## src/rtl/regc_arb.sv

```systemverilog
// Purpose : round-robin arbiter granting regc write access to the log, DCT add/sub and delta stages.
// Latency : one cycle; a request seen in IDLE is acked with regc_we on the following cycle, all outputs registered.
// Backpr. : a granted requester stalls the grant by dropping req; losing requesters stay pending until the grant ends.
//
// Ports:
//   clk, rst_n                     clock, synchronous active-low reset
//   log/dct/delta_req, *_last      per-requester request and end-of-burst qualifier
//   frame_clr                      clears wr_count and err_ovf (does not touch the grant)
//   regc_sel, regc_we              regc source select (00 hold, 01 log, 10 dct, 11 delta) and load enable
//   log/dct/delta_ack, busy        per-requester word accept, grant held
//   wr_count, err_ovf              saturating write counter since frame_clr, sticky saturation flag
module regc_arb #(
  parameter int CNT_W = 8
) (
  input  logic             clk,
  input  logic             rst_n,
  input  logic             log_req,
  input  logic             dct_req,
  input  logic             delta_req,
  input  logic             log_last,
  input  logic             dct_last,
  input  logic             delta_last,
  input  logic             frame_clr,
  output logic [1:0]       regc_sel,
  output logic             regc_we,
  output logic             log_ack,
  output logic             dct_ack,
  output logic             delta_ack,
  output logic             busy,
  output logic [CNT_W-1:0] wr_count,
  output logic             err_ovf
);

  typedef enum logic {IDLE, XFER} state_t;

  state_t     state, state_nxt;
  logic [1:0] rr_ptr, rr_ptr_nxt;   // requester index: 0 log, 1 dct, 2 delta
  logic [1:0] win, win_nxt;         // index of the current grant holder
  logic       done, done_nxt;       // final word already accepted; drop grant next cycle
  logic [1:0] sel_nxt;
  logic       we_nxt;
  logic [2:0] ack_nxt;
  logic       busy_nxt;

  logic [2:0] req, last;
  logic       arb_hit;
  logic [1:0] arb_idx;
  logic [2:0] scan;

  assign req  = {delta_req, dct_req, log_req};
  assign last = {delta_last, dct_last, log_last};

  function automatic logic [1:0] after(input logic [1:0] idx);
    return (idx == 2'd2) ? 2'd0 : 2'(idx + 2'd1);
  endfunction

  // Scan from the farthest offset back to rr_ptr so the closest requester
  // to the pointer is the one left standing.
  always_comb begin
    arb_hit = 1'b0;
    arb_idx = rr_ptr;
    scan    = 3'd0;
    for (int i = 2; i >= 0; i--) begin
      scan = {1'b0, rr_ptr} + 3'(i);
      if (scan >= 3'd3) scan = scan - 3'd3;
      if (req[scan[1:0]]) begin
        arb_hit = 1'b1;
        arb_idx = scan[1:0];
      end
    end
  end

  always_comb begin
    state_nxt  = state;
    rr_ptr_nxt = rr_ptr;
    win_nxt    = win;
    done_nxt   = 1'b0;
    sel_nxt    = 2'b00;
    we_nxt     = 1'b0;
    ack_nxt    = 3'b000;
    busy_nxt   = 1'b0;
    case (state)
      IDLE: begin
        if (arb_hit) begin
          state_nxt        = XFER;
          win_nxt          = arb_idx;
          sel_nxt          = 2'(arb_idx + 2'd1);
          we_nxt           = 1'b1;
          ack_nxt[arb_idx] = 1'b1;
          busy_nxt         = 1'b1;
          if (last[arb_idx]) begin
            done_nxt   = 1'b1;
            rr_ptr_nxt = after(arb_idx);
          end
        end
      end
      XFER: begin
        if (done) begin
          // This cycle shows the last write; the following one is the mandatory
          // IDLE gap, so requests seen now are left pending.
          state_nxt = IDLE;
        end else begin
          sel_nxt  = 2'(win + 2'd1);
          busy_nxt = 1'b1;
          if (req[win]) begin
            we_nxt       = 1'b1;
            ack_nxt[win] = 1'b1;
            if (last[win]) begin
              done_nxt   = 1'b1;
              rr_ptr_nxt = after(win);
            end
          end
        end
      end
      default: state_nxt = IDLE;
    endcase
  end

  always_ff @(posedge clk) begin
    if (!rst_n) begin
      state     <= IDLE;
      rr_ptr    <= 2'd0;
      win       <= 2'd0;
      done      <= 1'b0;
      regc_sel  <= 2'b00;
      regc_we   <= 1'b0;
      log_ack   <= 1'b0;
      dct_ack   <= 1'b0;
      delta_ack <= 1'b0;
      busy      <= 1'b0;
    end else begin
      state     <= state_nxt;
      rr_ptr    <= rr_ptr_nxt;
      win       <= win_nxt;
      done      <= done_nxt;
      regc_sel  <= sel_nxt;
      regc_we   <= we_nxt;
      log_ack   <= ack_nxt[0];
      dct_ack   <= ack_nxt[1];
      delta_ack <= ack_nxt[2];
      busy      <= busy_nxt;
    end
  end

  // Counts the write shown on regc_we in the current cycle.
  always_ff @(posedge clk) begin
    if (!rst_n) begin
      wr_count <= '0;
      err_ovf  <= 1'b0;
    end else if (frame_clr) begin
      wr_count <= regc_we ? CNT_W'(1) : '0;
      err_ovf  <= 1'b0;
    end else if (regc_we) begin
      if (wr_count == {CNT_W{1'b1}}) err_ovf <= 1'b1;
      else                           wr_count <= wr_count + CNT_W'(1);
    end
  end

endmodule

```

## config.mk

```make
export PLATFORM = sky130hd
export DESIGN_NAME = regc_arb
export DESIGN_NICKNAME = d
export VERILOG_FILES = /design/src/rtl/regc_arb.sv
export SDC_FILE = /design/constraint.sdc
export NUM_CORES = 1
export LEC_CHECK = 0
export CAP_MARGIN = 40
export CORE_ASPECT_RATIO = 1.25
export CORE_MARGIN = 1.5
export CORE_UTILIZATION = 55
export DETAILED_ROUTE_END_ITERATION = 8
export GPL_TIMING_DRIVEN = 0
export MAX_ROUTING_LAYER = met4
export PLACE_DENSITY = 0.81
export SYNTH_ARGS = -nofsm -noshare
export SYNTH_HDL_FRONTEND = slang
export SYNTH_SLANG_ARGS = --single-unit
export TNS_END_PERCENT = 20
```

## constraint.sdc

```tcl
create_clock -name clk -period 4.65 [get_ports clk]
set_clock_uncertainty 0.15 [all_clocks]
set_input_delay 1.1625 -clock clk [delete_from_list [all_inputs] [get_ports clk]]
set_output_delay 1.1625 -clock clk [all_outputs]
set_load 0.01 [all_outputs]
```

Word level (Yosys, flattened, before mapping)
Index checks and enable logic that the tools add are counted.
- add/subtract/negate cells: 8
- multiply operators: 0
- div/mod/pow operators: 0
- magnitude comparators: 10
- equal/unequal tests: 9
- shift-type cells: 0
- muxes and demuxes: 56
- bitwise gates (word level): 2
- reductions and logical operators: 8
- operator list (cell ; count):
    2-bit 2-to-1 mux ; 15
    8-bit 2-to-1 mux ; 3
    1-bit 2-to-1 mux ; 21
    2-bit by 3-bit < comparator with 1-bit output, second input constant ; 5
    1-bit binary-select mux with 2-bit select ; 6
    3-bit 2-to-1 mux ; 3
    8-bit by 1-bit adder with 8-bit output, second input constant ; 1
    8-bit == test, second input constant ; 1
    2-bit inequality test, second input constant ; 4
    2-bit one-hot mux with 2 select lines ; 2
    3-bit by 2-bit >= comparator with 1-bit output, second input constant ; 2
    1-bit one-hot mux with 2 select lines ; 3
    3-bit one-hot mux with 2 select lines ; 1
    2-bit AND reduction ; 3
    2-bit subtractor, second input constant ; 3
    5-bit AND reduction ; 1
    2-bit by 1-bit adder with 2-bit output, second input constant ; 2
    1-bit demux with 2-bit select ; 2
    2-bit == test, second input constant ; 2
    2-bit by 1-bit >= comparator with 1-bit output, second input constant ; 2
    2-bit by 1-bit inequality test with 1-bit output, second input constant ; 2
    2-bit by 1-bit adder with 3-bit output, second input constant ; 1
    2-bit by 2-bit adder with 3-bit output, second input constant ; 1
    2-bit >= comparator, second input constant ; 1
    4 further kinds ; 6
- register bits: 21
- latch bits: 0
- memory bits (writable): 0
- ROM bits: 0
- input bits: 9
- word-level logic and storage cells: 104
- memories: 0

Logic depth before layout (Yosys ltp)
Gate-level depths: netlist of the first run.
- depth in word-level cells: 14
- mapped depth: 13

Worst setup path before layout of the first run
OpenSTA, ideal clock, no wires.
- path kind: in2reg
- start point: input port log_req
- end point: register rr_ptr[0]
- library setup time: 70 ps
- data arrival time: 2685 ps
- slack: 1745 ps
- cell stages on the path: 7
- buffers on the path: 0
- cell sequence: mux2_4 -> a32oi_4 -> a21boi_4 -> a31oi_2 -> a2111o_1 -> a31o_1 -> a21oi_1
- longest elaborated chain between the ends: 10
- elaborated cells between the ends (all ways): 26
- classes of those cells: 1 x add/sub; 4 x eq/ne; 20 x mux; 1 x reduce/logical
- RTL lines (element ; RTL line ; RTL):
    start: declaration ; 17 ; input logic log_req,
    1-bit binary-select mux with 2-bit select ; 66 ; if (req[scan[1:0]]) begin
    1-bit 2-to-1 mux (implied by the code) ; 66 ;
    2-bit 2-to-1 mux (2 in series) ; 66 ;
    2-bit 2-to-1 mux (*) ; 66 ;
    via arb_idx[1] ; 47 ; logic [1:0] arb_idx;
    2-bit == test ; 54 ; return (idx == 2'd2) ? 2'd0 : 2'(idx + 2'd1);
    2-bit 2-to-1 mux ; 54 ;
    2-bit 2-to-1 mux ; 91 ; if (last[arb_idx]) begin
    2-bit 2-to-1 mux ; 84 ; if (arb_hit) begin
    2-bit one-hot mux with 2 select lines ; 82 ; case (state)
    end signal: assignment ; 133 ; rr_ptr <= rr_ptr_nxt;
    end: declaration ; 37 ; logic [1:0] rr_ptr, rr_ptr_nxt;
The timed path passes the listed nets; every way through them passes the cells marked *. The select of a mux whose other input is x is not followed.
A chain may end at the register's enable or synchronous reset.

Worst setup path after layout of the first run
- start point: input port delta_req
- end point: register rr_ptr[1]
- longest elaborated chain between the ends: 10
- elaborated cells between the ends (all ways): 26
- classes of those cells: 1 x add/sub; 4 x eq/ne; 20 x mux; 1 x reduce/logical
- RTL lines (element ; RTL line ; RTL):
    start: declaration ; 19 ; input logic delta_req,
    1-bit binary-select mux with 2-bit select ; 66 ;
    1-bit 2-to-1 mux (implied by the code) ; 66 ;
    2-bit 2-to-1 mux (2 in series) ; 66 ;
    2-bit 2-to-1 mux (*) ; 66 ;
    via arb_idx[1] ; 47 ;
    2-bit by 1-bit adder with 2-bit output or 2-bit == test (tied branches) ; 54 ;
    2-bit 2-to-1 mux ; 54 ;
    2-bit 2-to-1 mux ; 91 ;
    2-bit 2-to-1 mux ; 84 ;
    2-bit one-hot mux with 2 select lines ; 82 ;
Marks and branches as above.

==> qor.csv, run 1 <==
stage,metric,value,unit
status,status,finished clean,
final_layout,num_antenna_cells,0,
final_layout,layout_common_cells,"24 x clkdlybuf4s50_1, 21 x dfxtp_1, 20 x nor2_1",
die,num_rows,19,
die,ioPinCount,25,
synth,synth-seq-cells,21,
clock_network,cts_made_buffers,3,
synth,syn-num-nets,179,
global_route,first_global_vias,1119,
global_route,grt_pass1_wl,4660,um
synth,syn-mean-instance-area,8.36,um2
synth,yosysUniqueCellTypes,39,
final_layout,finalNetCount,208,
power_and_ir_drop,p_per_area,492,mW/mm2
synth,synth_edf_count,0,
clock_network,root_buffer,clkbuf_4,
synth,async_reset_ff_frac,0,
die,core_area,0.00223,mm2
setup_path,worst-path-max-fanout,6,
timing,hold_viol,0,
clock_network,clock_sinks,21,
clock_network,post_cts_buffers,0,
final_layout,drive_above_1_share,0.0642,
synth,yosysSeqAreaShare,0.316,
power_and_ir_drop,leakagePower,0.599,nW
detailed_routing,drtAntennaViolNets,0,
clock_network,insertion_delay,0.29,ns
synth,synth_ff_type,dfxtp_1,
setup_path,worstPathArrival,3.45,ns
detailed_routing,drtIter0Drc,21,
die,fp.dieH,58.0,um
timing,relSlewSlack,0.569,
clock_network,htreeDepth,1,
clock_network,cts_resized,0,
timing,rsz0062_at_grt,no,
worst_hold_path,hold_path.class,reg2reg,
synth,yosys.area.top_type,dfxtp_1,
timing,fmaxAchievable,0.296,GHz
timing,setup_viol,0,
detailed_routing,firstDrtPassIters,6,
synth,netlist_area,0.00133,mm2
placed_design,gp_congestion,0.880,
clock_network,cts_tree,yes,
global_route,antenna_found_initial,0,
setup_path,cp-start-kind,input port,
final_layout,seq_area,420,um2
power_and_ir_drop,ir_worst_vdd,0.334,mV
timing,period_share,0.726,
die,fp.dieArea,0.00272,mm2
placed_design,post-dp-hpwl,2360,um
detailed_routing,wl_per_cell,13.4,um
die,initial_core_util,0.595,
final_layout,final_common_cell,clkdlybuf4s50_1,
synth,synth_cells,159,
global_route,grt_overflow_total,0,
clock_network,clk_pin_slew,0.11,ns
synth,synthTopCellsByArea,"dfxtp_1 32%, ha_1 10%, nor2_1 5.6%",
timing,slew_viol_final,0,
detailed_routing,viasPerCell,5.73,
clock_network,ctsHoldBuffers,0,
clock_network,clk_path_buf_depth,2,
synth,yosys_warnings,0,
setup_path,cp.required,4.72,ns
setup_path,worstSetupPathType,in2reg,
global_route,grt_max_degree,13,
global_route,track_usage,0.235,
placed_design,io_buffers,24,
timing,worst_slew_pin_slew,0.646,ns
die,dieWidth,47.0,um
run,drv_cap,0,
placed_design,postPlaceCellArea,0.00161,mm2
synth,synth_top_area_frac,0.316,
final_layout,design_area,0.00164,mm2
final_layout,multiInputGateArea,845,um2
detailed_routing,via_count,1249,
timing,tns,0,ns
detailed_routing,drc_errors,0,
detailed_routing,wl,2930,um
final_layout,final_util,0.732,
setup_path,end_kind,flip-flop,
final_layout,areaGrowthSynthToFinish,23.1,%
timing,min_period,3.38,ns
final_layout,fillers,193,
## cell usage after synthesis (4+ instances only)
cell type / count
a21oi_1: 14
dfxtp_1: 21
ha_1: 11
inv_1: 8
mux2i_1: 5
nand2_1: 14
nand2b_1: 4
nand3_1: 6
nor2_1: 20
nor2b_1: 5
o21ai_0: 9
## sequential cells by signal, indices dropped and copies added (netlist names), 2 cells and up
name / flops
regc_sel: 2
rr_ptr: 2
win: 2
wr_count: 8
## layer usage
layer | vias to the layer above | track usage | share of wire
li1 | 619 | - | -
met1 | 577 | 0.248 | 0.40
met2 | 45 | 0.434 | 0.54
met3 | 8 | 0.0125 | 0.039
met4 | 0 | 0.0913 | 0.026
met5 | - | - | 0
## worst paths after layout
| check | from | endpoint | slack [ns] | depth (start not counted) |
|---|---|---|---|---|
| worst max-delay path | delta_req | rr_ptr[1]$_SDFFE_PN0P_ | 1.27 | 8 |
| worst min-delay path | err_ovf$_SDFFE_PP0P_ | err_ovf$_SDFFE_PP0P_ | 0.35 | 2 |
| worst max register to register | rr_ptr[0]$_SDFFE_PN0P_ | rr_ptr[1]$_SDFFE_PN0P_ | 1.67 | 12 |
| worst min register to register | err_ovf$_SDFFE_PP0P_ | err_ovf$_SDFFE_PP0P_ | 0.35 | 2 |
## layout make-up
class / instances / area share
multi-input cells: 125 / 0.516
flip-flops and latches: 21 / 0.257
repair buffers: 24 / 0.147
well taps: 31 / 0.0237
plain buffers: 5 / 0.0207
inverters: 8 / 0.0184
clock buffers: 3 / 0.0138
clock inverters: 1 / 0.00306
## logic make-up (layout without fill, tap and decap cells)
kind of cell               after synthesis  in the layout  synth area share
and+or+nand+nor                         60             60             0.215
muxes                                    6              6            0.0490
xor gates and xnor gates                 4              4            0.0264
AOI/OAI and AO/OA                       44             44             0.242
buffers and inverters                   13             41            0.0480
DFF                                     21             21             0.316
adders and majority gates               11             11             0.104
## critical path, cell delays in order
cell and delay [ns]:
clkdlybuf4s50_1 0.51, mux2_4 0.32, a32oi_4 0.23, a21boi_4 0.26
a31oi_2 0.16, a2111o_1 0.47, a31o_1 0.21, a21oi_1 0.12
## report_power, final
| part | switching [mW] | internal, mW |
|---|---|---|
| Sequential | 0.0325 | 0.220 |
| Clock | 0.0501 | 0.0319 |
| Combinational | 0.259 | 0.211 |
| Total | 0.342 | 0.463 |
## stage by stage
step	hold slack, ns	setup slack [ns]	cells	total power [mW]
floorplan	0.326	1.75	159	0.589
global placement	0.308	1.05	214	0.705
detailed placement	0.316	1.00	214	0.721
CTS	0.351	1.31	218	0.803
global route	0.398	1.15	218	0.871
finish	0.351	1.27	218	0.805
Note: power is estimated with default switching activity, not from simulation.
==> inputs of run 2 (changes only) <==
Settings changed: CORE_UTILIZATION 55 to 46, PLACE_DENSITY 0.81 to 0.72.
Clock period 4.65 ns to 3 ns, I/O delays scaled along.
==> qor.csv, run 2 (synthesis gave the netlist of run 1 again) <==
stage,metric,value,unit,change
status,status,finished clean,,
die,initial_core_util,0.491,,-0.104
final_layout,finalNetCount,209,,+0.48%
detailed_routing,viasPerCell,5.45,,-4.9%
setup_path,worstSetupPathType,in2reg,,
die,ioPinCount,25,,unchanged
timing,period_share,0.962,,
power_and_ir_drop,leakagePower,0.607,nW,+1.4%
timing,hold_viol,0,,unchanged
timing,hold_ws,0.330,ns,-0.0211 ns
timing,min_period,2.89,ns,
clock_network,cts_made_buffers,3,,unchanged
final_layout,layout_common_cells,"24 x clkdlybuf4s50_1, 21 x dfxtp_1, 20 x nor2_1",,
final_layout,drive_above_1_share,0.0798,,+0.0156
setup_path,cp_slowest_cell,clkdlybuf4s50_1,,
power_and_ir_drop,p_per_area,765,mW/mm2,+55%
detailed_routing,routed.top_layer,met4,,
clock_network,htreeDepth,1,,unchanged
detailed_routing,firstDrtPassIters,4,,-2
placed_design,postPlaceCellArea,0.00161,mm2,+0.23%
clock_network,root_buffer,clkbuf_4,,
detailed_routing,dr_wl_met2,1460,um,-7.3%
setup_path,path_cells,clkdlybuf4s50_1 -> mux2_4 -> a32oi_4 -> a21boi_4 -> a31oi_2 -> a2111o_1 -> a31o_1 -> a21oi_1,,
global_route,grt_pass1_wl,5110,um,+9.8%
final_layout,areaGrowthSynthToFinish,24.3,%,
setup_path,worst-path-max-fanout,6,,unchanged
die,fp.dieH,63.1,um,+8.9%
die,dieWidth,51.1,um,+8.7%
detailed_routing,via_count,1210,,-3.1%
global_route,antenna_found_initial,0,,unchanged
die,core_area,0.00271,mm2,+21%
setup_path,end_kind,flip-flop,,
clock_network,insertion_delay,0.30,ns,about the same
final_layout,design_area,0.00165,mm2,+0.99%
final_layout,num_antenna_cells,0,,unchanged
clock_network,cts_tree,yes,,
timing,worst_slew_pin_slew,0.646,ns,-0.000137 ns
clock_network,ctsHoldBuffers,0,,unchanged
timing,fmaxAchievable,0.346,GHz,
global_route,grt_max_degree,13,,unchanged
setup_path,cp-start-kind,input port,,
power_and_ir_drop,ir_worst_vdd,0.403,mV,+21%
placed_design,post-dp-hpwl,2250,um,-4.6%
die,fp.dieArea,0.00322,mm2,+18%
detailed_routing,drtIter0Drc,27,,+29%
timing,setup_viol,0,,unchanged
timing,relSlewSlack,0.569,,about the same
clock_network,clk_path_buf_depth,2,,unchanged
detailed_routing,wl_per_cell,12.7,um,-5.2%
run,drv_cap,0,,unchanged
final_layout,largest_register_ff_count,8,,unchanged
worst_hold_path,hold_path.class,reg2reg,,
setup_path,cp.required,3.09,ns,-1.63 ns
clock_network,clock_sinks,21,,unchanged
detailed_routing,wl,2830,um,-3.4%
clock_network,clk_pin_slew,0.12,ns,about the same
timing,slew_viol_final,0,,unchanged
global_route,first_global_vias,1172,,+4.7%
placed_design,io_buffers,24,,unchanged
timing,rsz0062_at_grt,no,,
setup_path,crit_path_max_incr_delay,0.51,ns,about the same
detailed_routing,wl_met1,1250,um,+7.8%
setup_path,worstPathArrival,2.98,ns,-0.47 ns
final_layout,top_register,wr_count,,
placed_design,gp_congestion,0.911,,+3.5%
detailed_routing,dr_wl_met3,66,um,-42%
global_route,track_usage,0.205,,-0.0307
global_route,grt_overflow_total,0,,unchanged
detailed_routing,drc_errors,0,,unchanged
final_layout,final_common_cell,clkdlybuf4s50_1,,
die,num_rows,21,,+2
detailed_routing,drtAntennaViolNets,0,,unchanged
-- run 2: worst paths after layout --
check | cells after the start | from | slack [ns] | end
max reg2reg | 9 | rr_ptr[0]$_SDFFE_PN0P_ | 0.19 | rr_ptr[0]$_SDFFE_PN0P_
max | 8 | delta_req | 0.11 | rr_ptr[0]$_SDFFE_PN0P_
min reg2reg | 2 | err_ovf$_SDFFE_PP0P_ | 0.33 | err_ovf$_SDFFE_PP0P_
min | 2 | err_ovf$_SDFFE_PP0P_ | 0.33 | err_ovf$_SDFFE_PP0P_
-- run 2: critical path: cells and delay by family --
kind / cells / cell delay [ns]
AOI/OAI and AO/OA: 6 / 1.40
muxes: 1 / 0.32
buffers and inverters: 1 / 0.51
-- run 2: layout make-up --
| class | instances | area, um2 |
|---|---|---|
| repair buffers | 25 | 248 |
| clock buffers | 3 | 22.5 |
| plain buffers | 5 | 35.0 |
| inverters | 8 | 30.0 |
| clock inverters | 1 | 5.00 |
| flip-flops and latches | 21 | 420 |
| well taps | 34 | 42.5 |
| multi-input cells | 125 | 848 |
| fillers | 254 | 1050 |
-- run 2: repair_timing --
action,CTS,global route
setup buffers,0,1
resized for setup,0,3
endpoints found under the setup margin,0,6
-- run 2: where the power goes --
part | internal (mW) | switching [mW]
combinational | 0.340 | 0.406
sequential | 0.340 | 0.0467
clock | 0.0496 | 0.0811
total | 0.730 | 0.534
-- run 2: per-stage QoR --
step,TNS (ns),power [mW],std cells,utilization,setup WS (ns)
final,0,1.26,222,0.610,0.113
after global routing,0,1.38,222,0.610,0.0193
after CTS,0,1.25,221,0.606,0.0919
after detailed placement,-1.03,1.12,217,0.595,-0.229
after global placement,-0.713,1.10,217,0.595,-0.201
after floorplan,0,0.913,159,-,0.485
-- run 2: metal layers --
metal / vias to the layer above / track usage
met4: 0 / 0.0912
met5: - / -
met1: 560 / 0.241
met3: 4 / 0.0142
met2: 26 / 0.351
li1: 620 / -
